### config.mk
export PLATFORM = sky130hd
export DESIGN_NAME = div_sched
export DESIGN_NICKNAME = d
export VERILOG_FILES = /design/src/rtl/div_sched_pkg.sv /design/src/rtl/div_sched_div.sv /design/src/rtl/div_sched.sv
export SDC_FILE = /design/constraint.sdc
export NUM_CORES = 1
export LEC_CHECK = 0
export CAP_MARGIN = 20
export CORE_MARGIN = 3
export CORE_UTILIZATION = 49
export CTS_CLUSTER_DIAMETER = 30
export DETAILED_ROUTE_END_ITERATION = 12
export HOLD_SLACK_MARGIN = 0.12
export PLACE_DENSITY_LB_ADDON = 0.08
export SETUP_SLACK_MARGIN = 0.05
export SLEW_MARGIN = 20
export SYNTH_ARGS = -nofsm -noshare
export SYNTH_HDL_FRONTEND = slang
export SYNTH_SLANG_ARGS = --single-unit
### constraint.sdc
create_clock -name clk -period 3.3 [get_ports clk]
set_input_delay 0.495 -clock clk [delete_from_list [all_inputs] [get_ports clk]]
set_output_delay 0.495 -clock clk [all_outputs]
set_load 0.01 [all_outputs]
### src/rtl/div_sched_pkg.sv
// rtl/div_sched_pkg.sv - shared state encoding and default sizes for the divider scheduler
package div_sched_pkg;

    localparam int N_DEF = 4;
    localparam int R_DEF = 4;

    typedef enum logic [2:0] {
        IDLE,
        SEN1,
        SEN2,
        WAIT,
        RESP
    } state_t;

endpackage

### src/rtl/div_sched_div.sv
// rtl/div_sched_div.sv - sequential restoring divider, two cycles per quotient bit
module div #(
    parameter int N = 4
) (
    input  logic         clk,
    input  logic         reset_n,
    input  logic         sen1,
    input  logic         sen2,
    input  logic [N-1:0] dividend,
    input  logic [N-1:0] divisor,
    output logic         done,
    output logic [N-1:0] q
);

    localparam int CW = $clog2(2 * N + 1);

    logic [N:0]    rem;
    logic [N-1:0]  dvs;
    logic [CW-1:0] cnt;
    logic          run;

    // sen1 loads operands and clears done; sen2 launches 2N steps (even = shift, odd = subtract)
    always_ff @(posedge clk or negedge reset_n) begin
        if (!reset_n) begin
            rem  <= '0;
            q    <= '0;
            dvs  <= '0;
            cnt  <= '0;
            run  <= 1'b0;
            done <= 1'b0;
        end else if (sen1) begin
            rem  <= '0;
            q    <= dividend;
            dvs  <= divisor;
            done <= 1'b0;
            run  <= 1'b0;
        end else if (sen2) begin
            cnt <= CW'(2 * N);
            run <= 1'b1;
        end else if (run) begin
            if (!cnt[0]) begin
                rem <= {rem[N-1:0], q[N-1]};
                q   <= {q[N-2:0], 1'b0};
            end else if (rem >= {1'b0, dvs}) begin
                rem  <= rem - {1'b0, dvs};
                q[0] <= 1'b1;
            end
            cnt <= cnt - 1'b1;
            if (cnt == CW'(1)) begin
                run  <= 1'b0;
                done <= 1'b1;
            end
        end
    end

endmodule

### src/rtl/div_sched.sv
// rtl/div_sched.sv - round-robin scheduler sharing one sequential divider among R requesters
module div_sched
    import div_sched_pkg::*;
#(
    parameter int N = N_DEF,
    parameter int R = R_DEF
) (
    input  logic           clk,
    input  logic           reset_n,
    input  logic [R-1:0]   req_valid,
    input  logic [R*N-1:0] req_dividend,
    input  logic [R*N-1:0] req_divisor,
    output logic [R-1:0]   req_ready,
    output logic [R-1:0]   rsp_valid,
    output logic [N-1:0]   rsp_quotient,
    output logic           rsp_div_zero,
    output logic           busy
);

    localparam int IW = (R > 1) ? $clog2(R) : 1;

    state_t        state, state_nx;
    logic [IW-1:0] last_grant, owner, win_idx;
    logic          win_found;
    logic [N-1:0]  win_a, win_b;
    logic [N-1:0]  op_a, op_b, q_cap, div_q;
    logic          div_zero, div_done, sen1, sen2;
    logic [R-1:0]  grant;
    int            rr_idx;

    always_comb begin
        win_found = 1'b0;
        win_idx   = '0;
        rr_idx    = 0;
        for (int i = 0; i < R; i++) begin
            rr_idx = (int'(last_grant) + 1 + i) % R;
            if (!win_found && req_valid[IW'(rr_idx)]) begin
                win_found = 1'b1;
                win_idx   = IW'(rr_idx);
            end
        end
    end

    assign win_a = req_dividend[win_idx*N +: N];
    assign win_b = req_divisor[win_idx*N +: N];

    always_comb begin
        state_nx = state;
        grant    = '0;
        sen1     = 1'b0;
        sen2     = 1'b0;
        case (state)
            IDLE: begin
                if (win_found) begin
                    grant[win_idx] = 1'b1;
                    state_nx       = (win_b == '0) ? RESP : SEN1;
                end
            end
            SEN1: begin
                sen1     = 1'b1;
                state_nx = SEN2;
            end
            SEN2: begin
                sen2     = 1'b1;
                state_nx = WAIT;
            end
            WAIT: begin
                if (div_done) state_nx = RESP;
            end
            RESP:    state_nx = IDLE;
            default: state_nx = IDLE;
        endcase
    end

    // grants are masked while reset is held so no handshake can be seen during reset
    assign req_ready = grant & {R{reset_n}};
    assign busy      = (state != IDLE);

    always_ff @(posedge clk or negedge reset_n) begin
        if (!reset_n) begin
            state        <= IDLE;
            last_grant   <= IW'(R - 1);
            owner        <= '0;
            op_a         <= '0;
            op_b         <= '0;
            q_cap        <= '0;
            div_zero     <= 1'b0;
            rsp_valid    <= '0;
            rsp_quotient <= '0;
            rsp_div_zero <= 1'b0;
        end else begin
            state     <= state_nx;
            rsp_valid <= '0;
            if (state == IDLE && win_found) begin
                last_grant <= win_idx;
                owner      <= win_idx;
                op_a       <= win_a;
                op_b       <= win_b;
                div_zero   <= (win_b == '0);
                q_cap      <= '1;
            end
            if (state == WAIT && div_done) q_cap <= div_q;
            if (state == RESP) begin
                rsp_valid    <= R'(1) << owner;
                rsp_quotient <= q_cap;
                rsp_div_zero <= div_zero;
            end
        end
    end

    div #(.N(N)) u_div (
        .clk      (clk),
        .reset_n  (reset_n),
        .sen1     (sen1),
        .sen2     (sen2),
        .dividend (op_a),
        .divisor  (op_b),
        .done     (div_done),
        .q        (div_q)
    );

endmodule

==> results of run 1 <==
-- cell families after synthesis --
| kind of cell | Yosys count | synth area share (%) |
|---|---|---|
| fa+ha+maj | 7 | 3.772 |
| compound gates | 65 | 16.33 |
| buf+inv | 24 | 4.417 |
| xor+xnor | 5 | 1.737 |
| mux | 17 | 7.295 |
| simple gates | 108 | 18.71 |
| flops | 48 | 47.74 |
-- final cells by class --
type / count / area, um^2
fill: 409 / 1669
clock buffer: 7 / 86.33
sequential: 48 / 1204
multi-input combinational: 202 / 1206
inverter: 13 / 48.80
tap: 67 / 83.83
clock inverter: 1 / 7.507
timing repair buffer: 56 / 543.0
-- worst max-delay path: stages --
cell and delay (ns):
sky130_fd_sc_hd__clkdlybuf4s50_1 0.52, sky130_fd_sc_hd__o211ai_2 0.22, sky130_fd_sc_hd__o21ai_2 0.08, sky130_fd_sc_hd__a311oi_2 0.30, sky130_fd_sc_hd__nand3_1 0.18, sky130_fd_sc_hd__nor2b_1 0.14, sky130_fd_sc_hd__clkdlybuf4s50_1 0.55
-- where the power goes --
| part | internal, mW | switching (mW) | leakage (nW) |
|---|---|---|---|
| registers | 0.849 | 0.211 | 0.584 |
| logic | 0.601 | 0.661 | 0.776 |
| clock network | 0.170 | 0.187 | 0.0445 |
| total | 1.62 | 1.06 | 1.40 |
-- layout by cell type (no fill, tap or decap), types with 2 or more instances in the layout --
| master | synthesis | routed |
|---|---|---|
| sky130_fd_sc_hd__nand2_1 | 59 | 59 |
| sky130_fd_sc_hd__clkdlybuf4s50_1 | 0 | 50 |
| sky130_fd_sc_hd__dfrtp_1 | 46 | 46 |
| sky130_fd_sc_hd__o21ai_0 | 25 | 25 |
| sky130_fd_sc_hd__nor2_1 | 23 | 23 |
| sky130_fd_sc_hd__inv_1 | 13 | 13 |
| sky130_fd_sc_hd__a21oi_1 | 13 | 13 |
| sky130_fd_sc_hd__mux2_2 | 11 | 11 |
| sky130_fd_sc_hd__mux2i_1 | 6 | 6 |
| sky130_fd_sc_hd__a31oi_1 | 6 | 6 |
| sky130_fd_sc_hd__a22o_1 | 6 | 6 |
| sky130_fd_sc_hd__ha_1 | 6 | 6 |
| sky130_fd_sc_hd__clkbuf_8 | 1 | 6 |
| sky130_fd_sc_hd__nand3_1 | 5 | 5 |
| sky130_fd_sc_hd__buf_4 | 0 | 5 |
| sky130_fd_sc_hd__nor2b_1 | 4 | 4 |
| sky130_fd_sc_hd__xnor2_1 | 4 | 4 |
| sky130_fd_sc_hd__a32oi_1 | 4 | 4 |
| sky130_fd_sc_hd__nor3b_1 | 3 | 3 |
| sky130_fd_sc_hd__nor3_1 | 3 | 3 |
| sky130_fd_sc_hd__nand2b_1 | 3 | 3 |
| sky130_fd_sc_hd__a21boi_0 | 2 | 2 |
| sky130_fd_sc_hd__o21ai_1 | 2 | 2 |
| sky130_fd_sc_hd__nor4_1 | 2 | 2 |
| sky130_fd_sc_hd__a21o_1 | 2 | 2 |
| sky130_fd_sc_hd__dfstp_2 | 2 | 2 |
-- registers in the layout, indices dropped and copies added (netlist names) --
name / count
op_a: 4
rsp_quotient: 4
q_cap: 4
last_grant: 2
owner: 2
div_zero: 1
state: 3
rsp_div_zero: 1
op_b: 4
u_div.done: 1
u_div.rem: 5
u_div.cnt: 4
u_div.dvs: 4
rsp_valid: 4
u_div.run: 1
u_div.q: 4
-- worst paths after layout --
kind / from / end / slack [ns] / cells after the start
worst max register to register: last_grant[1] / state[0] / 0.90 / 7
worst max-delay path: req_valid[1] / req_ready[3] / 0.31 / 7
min in group clk: op_b[1] / u_div.dvs[1] / 0.48 / 2
max in group asynchronous: reset_n / u_div.rem[0] / 2.56 / 2
worst min-delay path: reset_n / rsp_valid[2] / 0.33 / 2
worst min register to register: op_b[1] / u_div.dvs[1] / 0.48 / 2
-- through the flow --
stage / utilization (%) / setup WS, ns / power (mW) / hold WS, ns
floorplan: - / 1.058 / 1.983 / 0.1994
global placement: 63.64 / 0.3680 / 2.281 / 0.4615
detailed placement: 63.64 / 0.3539 / 2.334 / 0.4674
CTS: 65.57 / 0.3221 / 2.696 / 0.3426
global route: 65.57 / 0.1869 / 2.944 / 0.3633
finish: 65.57 / 0.3137 / 2.680 / 0.3322
-- synth_stat cells --
cell type	n	area, um^2
sky130_fd_sc_hd__nor3b_1	3	22.52
sky130_fd_sc_hd__mux2i_1	6	60.06
sky130_fd_sc_hd__buf_2	2	10.01
sky130_fd_sc_hd__nor2b_1	4	25.02
sky130_fd_sc_hd__a311o_2	1	11.26
sky130_fd_sc_hd__nand3_1	5	25.02
sky130_fd_sc_hd__dfstp_2	2	52.55
sky130_fd_sc_hd__o21ai_2	1	8.760
sky130_fd_sc_hd__a311oi_2	1	15.01
sky130_fd_sc_hd__buf_6	1	11.26
sky130_fd_sc_hd__inv_1	13	48.80
sky130_fd_sc_hd__or3_1	1	6.260
sky130_fd_sc_hd__nor2_1	23	86.33
sky130_fd_sc_hd__clkbuf_8	1	13.76
sky130_fd_sc_hd__o22a_1	1	8.760
sky130_fd_sc_hd__a31oi_1	6	37.54
sky130_fd_sc_hd__a22o_1	6	52.55
sky130_fd_sc_hd__o21ai_1	2	10.01
sky130_fd_sc_hd__a21oi_1	13	65.06
sky130_fd_sc_hd__a32oi_1	4	35.03
sky130_fd_sc_hd__or2_2	1	6.260
sky130_fd_sc_hd__xor2_1	1	8.760
sky130_fd_sc_hd__a21o_1	2	15.01
sky130_fd_sc_hd__and2_0	1	6.260
sky130_fd_sc_hd__a21boi_0	2	15.01
sky130_fd_sc_hd__or4_4	1	11.26
sky130_fd_sc_hd__ha_1	6	75.07
sky130_fd_sc_hd__nand2b_1	3	18.77
sky130_fd_sc_hd__o211ai_2	1	12.51
sky130_fd_sc_hd__and4_1	1	8.760
sky130_fd_sc_hd__nor3_1	3	15.01
sky130_fd_sc_hd__mux2_2	11	123.9
sky130_fd_sc_hd__o21ai_0	25	125.1
sky130_fd_sc_hd__clkbuf_1	6	22.52
sky130_fd_sc_hd__clkbuf_2	1	5.000
sky130_fd_sc_hd__dfrtp_1	46	1151
sky130_fd_sc_hd__fa_1	1	20.02
sky130_fd_sc_hd__xnor2_1	4	35.03
sky130_fd_sc_hd__and3_1	1	6.260
sky130_fd_sc_hd__nand2_1	59	221.5
sky130_fd_sc_hd__nor4_1	2	12.51
-- per-layer routing --
metal | up-vias | track usage (%) | part of all wire, %
met2 | 27 | 35.53 | 51
met1 | 1027 | 26.90 | 46
met4 | 0 | 5.694 | 1.1
met3 | 7 | 3.596 | 2.7
met5 | - | 0 | 0
li1 | 1047 | - | -
==> metrics.log, run 1 <==
INFO  metric avgSynthCellArea = 9.201 um^2
INFO  metric post_layout_nonfiller_instances = 394
INFO  metric ys_warn_count = 0
INFO  metric cap_viol_max_count = 0
INFO  metric detailroute.via_count = 2108
INFO  metric worstPathRequired = 2.80 ns
INFO  metric timing_max_transition_violations_final = 0
INFO  metric portBuffers = 51
INFO  metric antenna_cells_inserted = 0
INFO  metric globalRouteOverflowTotal = 0
INFO  metric boundaryPins = 52
INFO  metric startpoint_type = input pin
INFO  metric post-cts-setup-buffers = 0
INFO  metric flow.area_growth_from_synthesis = 26.10%
INFO  metric grt_start_max_net_pins = 49
INFO  metric drt_drc_violations_left = 0
INFO  metric track_usage = 20.73%
INFO  metric post_cts_resized = 0
INFO  metric fp-row-count = 25
INFO  metric synth-seq-area-share = 47.74%
INFO  metric fin_skew = 0.007877 ns
INFO  metric die_area = 6042 um^2
INFO  metric totalWireLength = 5673 um
INFO  metric outcome = completed
INFO  metric yosys_register_bits = 48
INFO  metric cts_tree = built
INFO  metric tightest_pin_transition = 0.6777 ns
INFO  metric die_width = 77.73 um
INFO  metric totalNegativeSetupSlack = 0 ns
INFO  metric numClockSinks = 48
INFO  metric grt_pass1_wl = 9894 um
INFO  metric postSynthCellCount = 274
INFO  metric setup_viol = 0
INFO  metric grt_setup_unrepaired = no
INFO  metric min_path_type = in -> async
INFO  metric worst-endpoint-arrival = 2.49 ns
INFO  metric power_density = 843.1 nW/um^2
INFO  metric placed_cell_area = 3085 um^2
INFO  metric detail-route-antenna-nets = 0
INFO  metric worst-setup-path-type = in -> out
INFO  metric max_slew_margin = 54.79%
INFO  metric floorplan.initialDensity = 52.00%
INFO  metric first_global_vias = 2097
INFO  metric source_to_sink_clock_delay_at_the_later_pin_of_the_worst_skew_pair = 0.30 ns
INFO  metric vdd_drop_max = 0.5565 mV
INFO  metric worstPathMaxFanout = 6
INFO  metric coreArea = 4848 um^2
INFO  metric finalWorstPathRequiredPeriod = 2.986 ns
INFO  metric cts_inserted_buffers = 5
INFO  metric static-leakage-power = 1.404 nW
INFO  metric post_cts_hold_buffer_count = 0
INFO  metric hpwl = 4415 um
INFO  metric final_min_period_over_clock_period = 90.49%
INFO  metric dp.cells = 386
INFO  metric worstSetupEndpointType = output pin
INFO  metric clock_tree.root_cell = sky130_fd_sc_hd__clkbuf_8
INFO  metric drive_gt1_share = 9.786%
INFO  metric clkSlewWorstSetupHoldPaths = 0.09 ns
INFO  metric hold_vio_cnt_final = 0
INFO  metric gp_congestion = 0.8360
INFO  metric drt_first_pass_iters = 4
INFO  metric grt_antenna_before_repair = 0
INFO  metric netlist-cell-type-count = 41
INFO  metric htree_levels = 2
INFO  metric die_h = 77.73 um
INFO  metric post_drt_wl_per_cell = 14.40 um
INFO  metric clock.fmax = 334.9 MHz
INFO  metric clock_tree.buffer_depth = 2
INFO  metric avgViaCountPerCell = 5.350
INFO  metric number_of_nets_in_the_finished_design = 371
INFO  metric postSynthNetCount = 319
INFO  metric synth.cell_area = 2521 um^2
INFO  metric finish.instance_area = 3179 um^2
INFO  metric drtIter0Drc = 124
(Power assumes the default switching activity.)
==> run 2: changes to the inputs <==
--- a/config.mk
+++ b/config.mk
@@ -7,7 +7,7 @@
 export LEC_CHECK = 0
 export CAP_MARGIN = 20
 export CORE_MARGIN = 3
-export CORE_UTILIZATION = 49
+export CORE_UTILIZATION = 55
 export CTS_CLUSTER_DIAMETER = 30
 export DETAILED_ROUTE_END_ITERATION = 12
 export HOLD_SLACK_MARGIN = 0.12
==> run 2 against run 1 <==
Compared with the run above: clock skew shrank 0.00069 ns; via count grew 0.28%; fmax is 2.1% higher; cell count fell by 3.8%; clock power fell by 1%; wire length is 6.7% lower; first-iteration DRC count rose by 38%; count of clock-buffer cells in the layout did not move; non-clock buffer count is 2 higher; sequential cell count stayed put; critical path type unchanged.
==> metrics.log, run 2 (same netlist as run 1, synthesis figures left out) <==
INFO  metric grt_start_max_net_pins = 49
INFO  metric grt_pass1_wl = 9446 um
INFO  metric floorplan.initialDensity = 60.01%
INFO  metric cts_tree = built
INFO  metric critical_path.cell_chain = clkdlybuf4s50_1 -> o211ai_2 -> o21ai_2 -> a311o_2 -> nand3_1 -> nor2b_1 -> clkdlybuf4s50_1
INFO  metric vdd_drop_max = 0.4562 mV
INFO  metric finalWorstPathRequiredPeriod = 2.926 ns
INFO  metric clock_tree.root_cell = sky130_fd_sc_hd__clkbuf_8
INFO  metric htree_levels = 2
INFO  metric source_to_sink_clock_delay_at_the_later_pin_of_the_worst_skew_pair = 0.29 ns
INFO  metric largest_register = u_div.rem
INFO  metric power_density = 843.0 nW/um^2
INFO  metric worst_path_max_delay_cell = sky130_fd_sc_hd__clkdlybuf4s50_1
INFO  metric boundaryPins = 52
INFO  metric globalRouteOverflowTotal = 0
INFO  metric setup_viol = 0
INFO  metric placed_cell_area = 3079 um^2
INFO  metric grt_setup_unrepaired = no
INFO  metric drive_gt1_share = 10.33%
INFO  metric worst-endpoint-arrival = 2.43 ns
INFO  metric critical-path-top-cell-by-count = sky130_fd_sc_hd__clkdlybuf4s50_1
INFO  metric tightest_pin_transition = 0.5780 ns
INFO  metric layout.cells.most_common = sky130_fd_sc_hd__nand2_1
INFO  metric rrSetupSlack = 0.85 ns
INFO  metric drt_drc_violations_left = 0
INFO  metric numClockSinks = 48
INFO  metric fin_skew = 0.007184 ns
INFO  metric switching_power = 1.049 mW
INFO  metric timing_max_transition_violations_final = 0
INFO  metric post-cts-setup-buffers = 0
INFO  metric portBuffers = 51
INFO  metric cap_viol_max_count = 0
INFO  metric drtIter0Drc = 171
INFO  metric finish.instance_area = 3173 um^2
INFO  metric internal_power = 1.626 mW
INFO  metric gp_congestion = 0.8696
INFO  metric rr_startpoint = last_grant[1]
INFO  metric track_usage = 22.22%
INFO  metric worstPathRequired = 2.80 ns
INFO  metric dp.cells = 371
INFO  metric flow.area_growth_from_synthesis = 25.86%
INFO  metric seqPwrFrac = 39.6%
INFO  metric number_of_nets_in_the_finished_design = 373
INFO  metric hpwl = 4081 um
INFO  metric max_slew_margin = 61.47%
INFO  metric avgViaCountPerCell = 5.578
INFO  metric clkSlewWorstSetupHoldPaths = 0.08 ns
INFO  metric final-seq-area = 1204 um^2
INFO  metric post_layout_nonfiller_instances = 379
INFO  metric power_switching_share = 39.21%
INFO  metric hold_vio_cnt_final = 0
INFO  metric filler_cell_count = 324
INFO  metric finalHoldWorstSlack = 0.3312 ns
INFO  metric worstSetupEndpointType = output pin
INFO  metric most_used_cells_in_the_layout_excluding_fill_and_tap_cells = 59 x sky130_fd_sc_hd__nand2_1, 50 x sky130_fd_sc_hd__clkdlybuf4s50_1, 46 x sky130_fd_sc_hd__dfrtp_1, 25 x sky130_fd_sc_hd__o21ai_0, 23 x sky130_fd_sc_hd__nor2_1
INFO  metric die_h = 73.71 um
INFO  metric coreArea = 4202 um^2
INFO  metric share_clk_of_total_power = 13.2%
INFO  metric worstPathMaxFanout = 11
INFO  metric post_cts_resized = 0
INFO  metric reg2reg_to = state[0]
INFO  metric clock.fmax = 341.8 MHz
INFO  metric final_min_period_over_clock_period = 88.66%
INFO  metric fp-row-count = 23
INFO  metric power.share.combinational = 47.2%
INFO  metric reg2regPathDepth = 8
INFO  metric antenna_cells_inserted = 0
INFO  metric outcome = completed
INFO  metric drt_first_pass_iters = 4
INFO  metric first_global_vias = 2126
INFO  metric power = 2.675 mW
INFO  metric detail-route-antenna-nets = 0
INFO  metric totalWireLength = 5293 um
INFO  metric worst-setup-path-type = in -> out
INFO  metric clock_tree.buffer_depth = 2
INFO  metric totalNegativeSetupSlack = 0 ns
INFO  metric static-leakage-power = 1.414 nW
INFO  metric grt_antenna_before_repair = 0
INFO  metric die_width = 73.71 um
INFO  metric cp_peak_stage_delay = 0.52 ns
INFO  metric die_area = 5432 um^2
INFO  metric cts_inserted_buffers = 5
INFO  metric post_drt_wl_per_cell = 13.97 um
INFO  metric startpoint_type = input pin
INFO  metric largest_register_ff_count = 5
INFO  metric min_path_type = in -> async
INFO  metric detailroute.via_count = 2114
INFO  metric multi_input_comb_area = 1206 um^2
INFO  metric post_cts_hold_buffer_count = 0
-- run 2: worst max-delay path, delay by kind of cell --
family,cells,cell delay [ns]
AOI/OAI and AO/OA,3,0.76
and+or+nand+nor,2,0.18
buffers and inverters,2,0.99
-- run 2: worst max-delay path by stage --
| stage | startpoint | cells past startpoint | end |
|---|---|---|---|
| after global routing | req_valid[3] | 7 | req_ready[0] |
| final | req_valid[1] | 7 | req_ready[1] |
| after detailed placement | req_valid[1] | 7 | req_ready[1] |
| after floorplan | last_grant[1] | 8 | state[0] |
| after CTS | req_valid[1] | 7 | req_ready[1] |
| after global placement | req_valid[1] | 7 | req_ready[1] |
-- run 2: power by group through the flow --
stage / Sequential [mW] / Combinational (mW) / Clock (mW)
floorplan: 0.994 / 0.988 / 0
global placement: 1.06 / 1.22 / 0
detailed placement: 1.07 / 1.25 / 0
CTS: 1.06 / 1.27 / 0.363
global route: 1.10 / 1.45 / 0.384
finish: 1.06 / 1.26 / 0.354
-- run 2: area by class of cell --
type	instances	area share (%)
multi-input combinational	202	38.01
clock buffer	7	2.721
tap	50	1.972
sequential	48	37.93
inverter	13	1.538
timing repair buffer	58	17.59
clock inverter	1	0.2366
-- run 2: routing by layer --
layer / wire length [um] / share of wire (%) / GRT usage [%]
met5: 0 / 0 / 0
met4: 89 / 1.7 / 5.835
met3: 264 / 5.0 / 4.925
met2: 2460 / 46 / 34.84
met1: 2479 / 47 / 31.14
-- run 2: through the flow --
stage / util [%] / setup WS [ns]
after floorplan: - / 1.058
after global placement: 73.29 / 0.4092
final: 75.52 / 0.3742
after detailed placement: 73.29 / 0.3750
after global routing: 75.52 / 0.2906
after CTS: 75.52 / 0.3728
==> run 3: changes to the inputs <==
--- a/config.mk
+++ b/config.mk
@@ -8,12 +8,12 @@
 export CAP_MARGIN = 20
 export CORE_MARGIN = 3
 export CORE_UTILIZATION = 55
+export CTS_BUF_LIST = sky130_fd_sc_hd__clkbuf_8
 export CTS_CLUSTER_DIAMETER = 30
 export DETAILED_ROUTE_END_ITERATION = 12
 export HOLD_SLACK_MARGIN = 0.12
 export PLACE_DENSITY_LB_ADDON = 0.08
 export SETUP_SLACK_MARGIN = 0.05
-export SLEW_MARGIN = 20
 export SYNTH_ARGS = -nofsm -noshare
 export SYNTH_HDL_FRONTEND = slang
 export SYNTH_SLANG_ARGS = --single-unit
==> run 3 against run 2 <==
Compared with the run above: register-to-register slack barely moved; critical path depth did not move; sequential share of layout area did not move; critical path type unchanged; sequential power barely moved; highest routed layer unchanged.
==> metrics.log, run 3 (same netlist as run 1, synthesis figures left out) <==
INFO  metric worstPathMaxFanout = 11
INFO  metric source_to_sink_clock_delay_at_the_later_pin_of_the_worst_skew_pair = 0.29 ns
INFO  metric cp_peak_stage_delay = 0.52 ns
INFO  metric totalNegativeSetupSlack = 0 ns
INFO  metric post-cts-setup-buffers = 0
INFO  metric fp-row-count = 23
INFO  metric portBuffers = 51
INFO  metric tightest_pin_transition = 0.5780 ns
INFO  metric clock_tree.buffer_depth = 2
INFO  metric min_path_type = in -> async
INFO  metric detail-route-antenna-nets = 0
INFO  metric coreArea = 4202 um^2
INFO  metric grt_setup_unrepaired = no
INFO  metric finalHoldWorstSlack = 0.3307 ns
INFO  metric drt_drc_violations_left = 0
INFO  metric filler_cell_count = 324
INFO  metric most_used_cells_in_the_layout_excluding_fill_and_tap_cells = 59 x sky130_fd_sc_hd__nand2_1, 50 x sky130_fd_sc_hd__clkdlybuf4s50_1, 46 x sky130_fd_sc_hd__dfrtp_1, 25 x sky130_fd_sc_hd__o21ai_0, 23 x sky130_fd_sc_hd__nor2_1
INFO  metric critical-path-top-cell-by-count = sky130_fd_sc_hd__clkdlybuf4s50_1
INFO  metric outcome = completed
INFO  metric clock_tree.root_cell = sky130_fd_sc_hd__clkbuf_8
INFO  metric power_density = 841.6 nW/um^2
INFO  metric static-leakage-power = 1.419 nW
INFO  metric flow.area_growth_from_synthesis = 25.86%
INFO  metric detailroute.via_count = 2111
INFO  metric path_buf_inv = 2
INFO  metric finalWorstPathRequiredPeriod = 2.926 ns
INFO  metric cap_viol_max_count = 0
INFO  metric die_area = 5432 um^2
INFO  metric worst-endpoint-arrival = 2.43 ns
INFO  metric final_core_density = 75.52%
INFO  metric layout.cells.most_common = sky130_fd_sc_hd__nand2_1
INFO  metric largest_register_ff_count = 5
INFO  metric largest_register = u_div.rem
INFO  metric max_slew_margin = 61.47%
INFO  metric drt_first_pass_iters = 4
INFO  metric htree_levels = 2
INFO  metric critical_path.cell_chain = clkdlybuf4s50_1 -> o211ai_2 -> o21ai_2 -> a311o_2 -> nand3_1 -> nor2b_1 -> clkdlybuf4s50_1
INFO  metric worstSetupEndpointType = output pin
INFO  metric first_global_vias = 2126
INFO  metric post_drt_wl_per_cell = 13.95 um
INFO  metric hold_vio_cnt_final = 0
INFO  metric worst_path_max_delay_cell = sky130_fd_sc_hd__clkdlybuf4s50_1
INFO  metric grt_pass1_wl = 9446 um
INFO  metric drtIter0Drc = 171
INFO  metric cts_inserted_buffers = 5
INFO  metric clock.fmax = 341.8 MHz
INFO  metric number_of_nets_in_the_finished_design = 373
INFO  metric post_cts_resized = 0
INFO  metric boundaryPins = 52
INFO  metric totalWireLength = 5286 um
INFO  metric fin_skew = 0.007521 ns
INFO  metric antenna_cells_inserted = 0
INFO  metric avgViaCountPerCell = 5.570
INFO  metric final_min_period_over_clock_period = 88.66%
INFO  metric cts_tree = built
INFO  metric drive_gt1_share = 10.33%
INFO  metric vdd_drop_max = 0.4542 mV
INFO  metric critical_path.top_delay_family = buffers and inverters
INFO  metric grt_antenna_before_repair = 0
INFO  metric worst-setup-path-type = in -> out
INFO  metric post_cts_hold_buffer_count = 0
INFO  metric hpwl = 4081 um
INFO  metric dp_worst_setup_slack = 0.3750 ns
INFO  metric timing_max_transition_violations_final = 0
INFO  metric clkSlewWorstSetupHoldPaths = 0.08 ns
INFO  metric post_layout_worst_setup_margin = 0.3741 ns
INFO  metric worstPathRequired = 2.80 ns
INFO  metric grt_start_max_net_pins = 49
INFO  metric numClockSinks = 48
INFO  metric die_width = 73.71 um
INFO  metric floorplan.initialDensity = 60.01%
INFO  metric gp_congestion = 0.8696
INFO  metric startpoint_type = input pin
INFO  metric track_usage = 22.22%
INFO  metric globalRouteOverflowTotal = 0
INFO  metric die_h = 73.71 um
INFO  metric setup_viol = 0
INFO  metric rrSetupSlack = 0.85 ns
[run 3: cell type report]
cell class	count	area [um^2]	area share, %
multi-input cells	202	1206	38.01
repair buffers	58	558.0	17.59
inverters	13	48.80	1.538
well taps	50	62.56	1.972
clock buffers	6	82.58	2.603
flip-flops and latches	48	1204	37.93
clock inverters	2	11.26	0.3549
[run 3: path summary, 6_finish.rpt]
check,from,cells after the start,end
setup / recovery,req_valid[1],7,req_ready[1]
hold / removal,reset_n,2,rsp_valid[1]
setup reg to reg,last_grant[1],8,state[0]
hold reg to reg,op_a[2],2,op_a[2]
max in group asynchronous,reset_n,2,last_grant[0]
min in group clk,op_a[2],2,op_a[2]
[run 3: layer usage]
layer  up-vias  global-route usage [%]  wire (um)
met5         -                       0          0
met2        61                   34.84       2457
met4         0                   5.835         89
met1       989                   31.14       2482
met3        10                   4.925        257
li1       1051                       -          -
[run 3: through the flow]
stage	power (mW)	area [um^2]	cells
floorplan	1.983	2521	274
global placement	2.277	3079	371
detailed placement	2.320	3079	371
CTS	2.686	3173	379
global route	2.932	3173	379
finish	2.670	3173	379
[run 3: power breakdown]
group	switching [mW]	internal, mW	leakage, nW	total, mW
Combinational	0.654	0.606	0.786	1.26
Sequential	0.210	0.849	0.584	1.06
Clock	0.184	0.167	0.0486	0.351
==> edit 1: new RTL, settings of run 1 <==
Change the package constant `R_DEF` from 4 to 8.
--- a/src/rtl/div_sched_pkg.sv
+++ b/src/rtl/div_sched_pkg.sv
@@ -2,7 +2,7 @@
 package div_sched_pkg;
 
     localparam int N_DEF = 4;
-    localparam int R_DEF = 4;
+    localparam int R_DEF = 8;
 
     typedef enum logic [2:0] {
         IDLE,
Ports: changed (5 resized); port bits go from 52 to 96. The function was not compared with the original's and may differ.
==> edit 1 against run 1 <==
  * The flow now finishes with violations (setup timing)
  * Area after synthesis up 67%
  * Design area up 110%
  * Setup slack worse by 1100 ps
  * Routed wire length up 130%
  * Sequential cell count up 6
  * Maximum frequency down 27%
Power is left out: the tool's default activity adds up to more than one toggle a clock period on the data nets, which glitch-free logic cannot reach.
==> edit 1: results (changes against run 1) <==
fin_nets: 731  # +97%
port_buffers: 95  # +86%
synth_common_cells: "nand2_1 (52), dfrtp_1 (51), nor2_1 (43)"
placed_area_mm2: 0.00586  # +90%
violations: "setup timing"
via_count: 4303  # +100%
crit_family: "multiplexers"
drt_iter0_markers: 205  # +65%
fin_ws_ps: -786  # -1100 ps
grtUsageTotal_pct: 25.6  # +4.8 points
path_max_fanout: 7  # +1
cp_slowest_stage_delay_ps: 640  # +90 ps
wire_per_inst_um: 16.9  # +18%
grt_max_degree: 55  # +12%
ys_top_cells_by_area: "dfrtp_1 (30%), mux2i_1 (6.9%), mux4_2 (5.9%), mux2_2 (4.8%), nand2_1 (4.6%)"
yosysSeqAreaShare_pct: 32.1  # -16 points
arrival_ps: 3590  # +1100 ps
place_hpwl_um: 9530  # +120%
status: "finished with violations"
drtPass1Iterations: 5  # +1
slew_headroom_pct: 56.7  # +1.9 points
placementRows: 33  # +32%
layout-drive-gt1-share_pct: 33.9  # +24 points
setup_viol: 19  # +19
slowest_stage: "dfstp_2"
fin_skew_ps: 14.1  # +6.20 ps
-- edit 1: cell count changes after synthesis, moves of 6 or more --
cell and delta:
mux2i_1 +23, nor2_1 +20, a21oi_1 +13, mux4_2 +11, a211oi_1 +10, inv_1 +8
mux2_2 +7, nand2_1 -7, nor3_1 +6
-- edit 1: metrics by stage --
stage / utilization (%) / std cells / TNS (ps) / hold slack [ps] / setup WS [ps]
global route: 79.3 / 754 / -15270 / 498 / -891
CTS: 77.1 / 743 / -11200 / 478 / -681
finish: 79.3 / 754 / -12890 / 457 / -786
global placement: 70.7 / 711 / -14320 / 458 / -866
floorplan: - / 463 / -6400 / 199 / -432
detailed placement: 70.7 / 711 / -15130 / 466 / -913
-- edit 1: repair_timing --
action	CTS	global route
gates cloned	0	0
endpoints found under the setup margin	22	25
pin swaps	27	5
gates resized for setup	103	17
setup buffers	25	11
-- edit 1: cell type report --
class / count / area (um2)
inverters: 23 / 98.8
clock inverters: 2 / 16.3
well taps: 105 / 131
repair buffers: 204 / 1890
clock buffers: 6 / 72.6
multi-input cells: 360 / 3030
fillers: 547 / 1710
flip-flops and latches: 54 / 1360
-- edit 1: worst reg2reg max path, stage by stage (launching register included) --
cell,delay (ps)
dfstp_2,640
clkinv_8,70
ha_4,340
buf_6,120
mux2_4,310
or3b_4,380
o2111ai_2,100
o211ai_1,140
buf_4,170
o22a_1,190
o21ai_4,180
buf_6,150
buf_6,100
buf_6,90
mux2_4,310
a221oi_4,280
o22ai_2,150
mux2_4,270
-- edit 1: layer usage --
metal	global-route usage, %	wire [um]	vias up
met5	0	0	-
li1	-	-	2072
met4	6.93	273	0
met3	3.40	518	31
met2	44.7	6560	147
met1	33.2	5420	2053
-- edit 1: cell families (layout without fill, tap and decap cells) --
kind of cell | after synthesis | in the layout | synth area share, %
XOR/XNOR | 8 | 8 | 2.70
AO/OA/AOI/OAI | 119 | 119 | 19.3
multiplexers | 60 | 60 | 18.2
adder cells (fa/ha/maj) | 9 | 9 | 2.85
AND/OR/NAND/NOR | 164 | 164 | 19.2
buffers and inverters | 49 | 235 | 5.61
flip-flops | 54 | 54 | 32.1
-- edit 1: worst paths after layout --
check	cells past startpoint	slack [ps]	start	to
min in group clk	2	500	op_a[3]	op_a[3]
min reg2reg	2	500	op_a[3]	op_a[3]
min	2	460	reset_n	rsp_quotient[3]
max	12	-790	last_grant[0]	req_ready[0]
max reg2reg	17	-770	last_grant[0]	op_a[0]
max in group asynchronous	2	2410	reset_n	u_div.rem[3]
==> edit 2: new RTL, config.mk and constraints of run 1 <==
Made on the original files. Re-encode `state_t` (5 states) as one-hot, 5 bits wide.
--- a/src/rtl/div_sched_pkg.sv
+++ b/src/rtl/div_sched_pkg.sv
@@ -4,12 +4,12 @@
     localparam int N_DEF = 4;
     localparam int R_DEF = 4;
 
-    typedef enum logic [2:0] {
-        IDLE,
-        SEN1,
-        SEN2,
-        WAIT,
-        RESP
+    typedef enum logic [4:0] {
+        IDLE = 5'b00001,
+        SEN1 = 5'b00010,
+        SEN2 = 5'b00100,
+        WAIT = 5'b01000,
+        RESP = 5'b10000
     } state_t;
 
 endpackage
Function: same outputs for any inputs over 10 cycles, from zero or initial values and one cycle with reset_n low; not proved beyond that.
==> edit 2 against run 1 <==
  * Routed wire length down 9.1%
  * First-iteration DRC count shrank 28%
  * Setup slack better by 96 ps
  * Synthesized cell count down 11%
  * Count of clock-buffer cells in the layout down 1
  * Area after synthesis rose by 2.4%
  * Sequential cell count is 2 higher
  * Design area up 2.7%
  * Maximum frequency grew 3.3%
  * Critical path depth is 1 lower
  * Combinational power increased by 7%
  * Power up 2.9%
  * Critical endpoint is now req_ready[0]
  * Largest power group unchanged
==> edit 2: results (changes against run 1) <==
layout-drive-gt1-share_pct: 13.3  # +3.5 points
drt_iter0_markers: 89  # -28%
r2r-start: "u_div.rem[0]"
synth.distinct_cells: 40  # -2.4%
grt_overflow: 0  # unchanged
fin_nets: 344  # -7.3%
first_global_vias: 1987  # -5.2%
slowest_stage: "nor4_1"
path_max_fanout: 5  # -1
ff2ff_path_depth: 8  # +1
grtUsageMet1_pct: 24.3  # -2.6 points
slew_headroom_pct: 59.5  # +4.7 points
via_count: 1966  # -6.7%
met2_usage_pct: 30.7  # -4.8 points
fin_skew_ps: 6.14  # -1.74 ps
p_sw_share_pct: 37.4  # -2.2 points
synth_fp_nets: 289  # -9.4%
ys_top_cells_by_area: "dfrtp_1 (46%), mux2_2 (6.1%), mux2i_1 (5.0%), nand2_1 (4.7%), mux4_2 (3.5%)"
arrival_ps: 2400  # -90 ps
r2r_slack_ps: 880  # -20 ps
grtUsageTotal_pct: 18.6  # -2.2 points
grt_max_degree: 51  # +4.1%
gp_congestion: 0.804  # -3.8%
grt_pass1_wl_um: 9000  # -9.1%
ir_worst_vdd_mv: 0.415  # -25%
status: "complete, no violations"
edit 2: cell types whose count changed after synthesis, sizes merged, moves of 4 or more:
cell | run 1 | this run
a32oi | 4 | 0
nand3b | 0 | 4
o21ai | 28 | 14
a31oi | 6 | 2
mux2i | 6 | 13
a21o | 2 | 7
mux4 | 0 | 4
nor2 | 23 | 17
nand2 | 59 | 32
mux2 | 11 | 15
edit 2: stage by stage:
step | instance area [um2] | setup slack (ps) | hold slack (ps) | instances | utilization [%]
after floorplan | 2580 | 1070 | 199 | 244 | -
final | 3270 | 410 | 363 | 367 | 66.5
after global placement | 3170 | 439 | 450 | 359 | 64.6
after global routing | 3270 | 181 | 408 | 367 | 66.5
after CTS | 3270 | 369 | 382 | 367 | 66.5
after detailed placement | 3170 | 384 | 454 | 359 | 64.6
edit 2: how the worst max path moves through the flow:
stage	from	end	slack, ps	cells after the start
final	req_valid[3]	req_ready[0]	410	6
after global routing	req_valid[3]	req_ready[0]	180	6
after CTS	req_valid[3]	req_ready[0]	370	6
after detailed placement	req_valid[3]	req_ready[0]	380	6
after global placement	req_valid[2]	req_ready[0]	440	6
after floorplan	u_div.dvs[0]	u_div.q[0]	1070	7
edit 2: power groups by stage:
stage / combinational (mW) / clock, mW / sequential [mW]
after floorplan: 1.03 / 0 / 0.999
after detailed placement: 1.37 / 0 / 1.05
final: 1.35 / 0.364 / 1.04
after global routing: 1.52 / 0.401 / 1.08
after CTS: 1.37 / 0.379 / 1.04
after global placement: 1.34 / 0 / 1.04
edit 2: cell type report:
type	instances	area, um2
Timing Repair Buffer	57	551
Inverter	14	52.6
Sequential cell	50	1250
Multi-Input combinational cell	171	1230
Clock inverter	2	12.5
Tap cell	67	83.8
Fill cell	419	1650
Clock buffer	6	82.6
edit 2: kinds of logic after synthesis:
group / count (synthesis) / synth area share [%]
fa+ha+maj: 7 / 3.68
buf+inv: 23 / 3.78
simple gates: 78 / 14.6
flops: 50 / 48.6
xor+xnor: 5 / 1.70
compound gates: 49 / 12.5
mux: 32 / 15.1
edit 2: routing by layer:
metal	routed length, um	up-vias	part of all wire (%)
met5	0	-	0
met4	68	0	1.3
met3	212	9	4.1
met2	2570	44	50
met1	2310	938	45
li1	-	975	-
edit 2: worst max-delay path, delay by kind of cell:
kind / cells / cell delay (ps)
buf+inv: 2 / 970
simple gates: 4 / 920
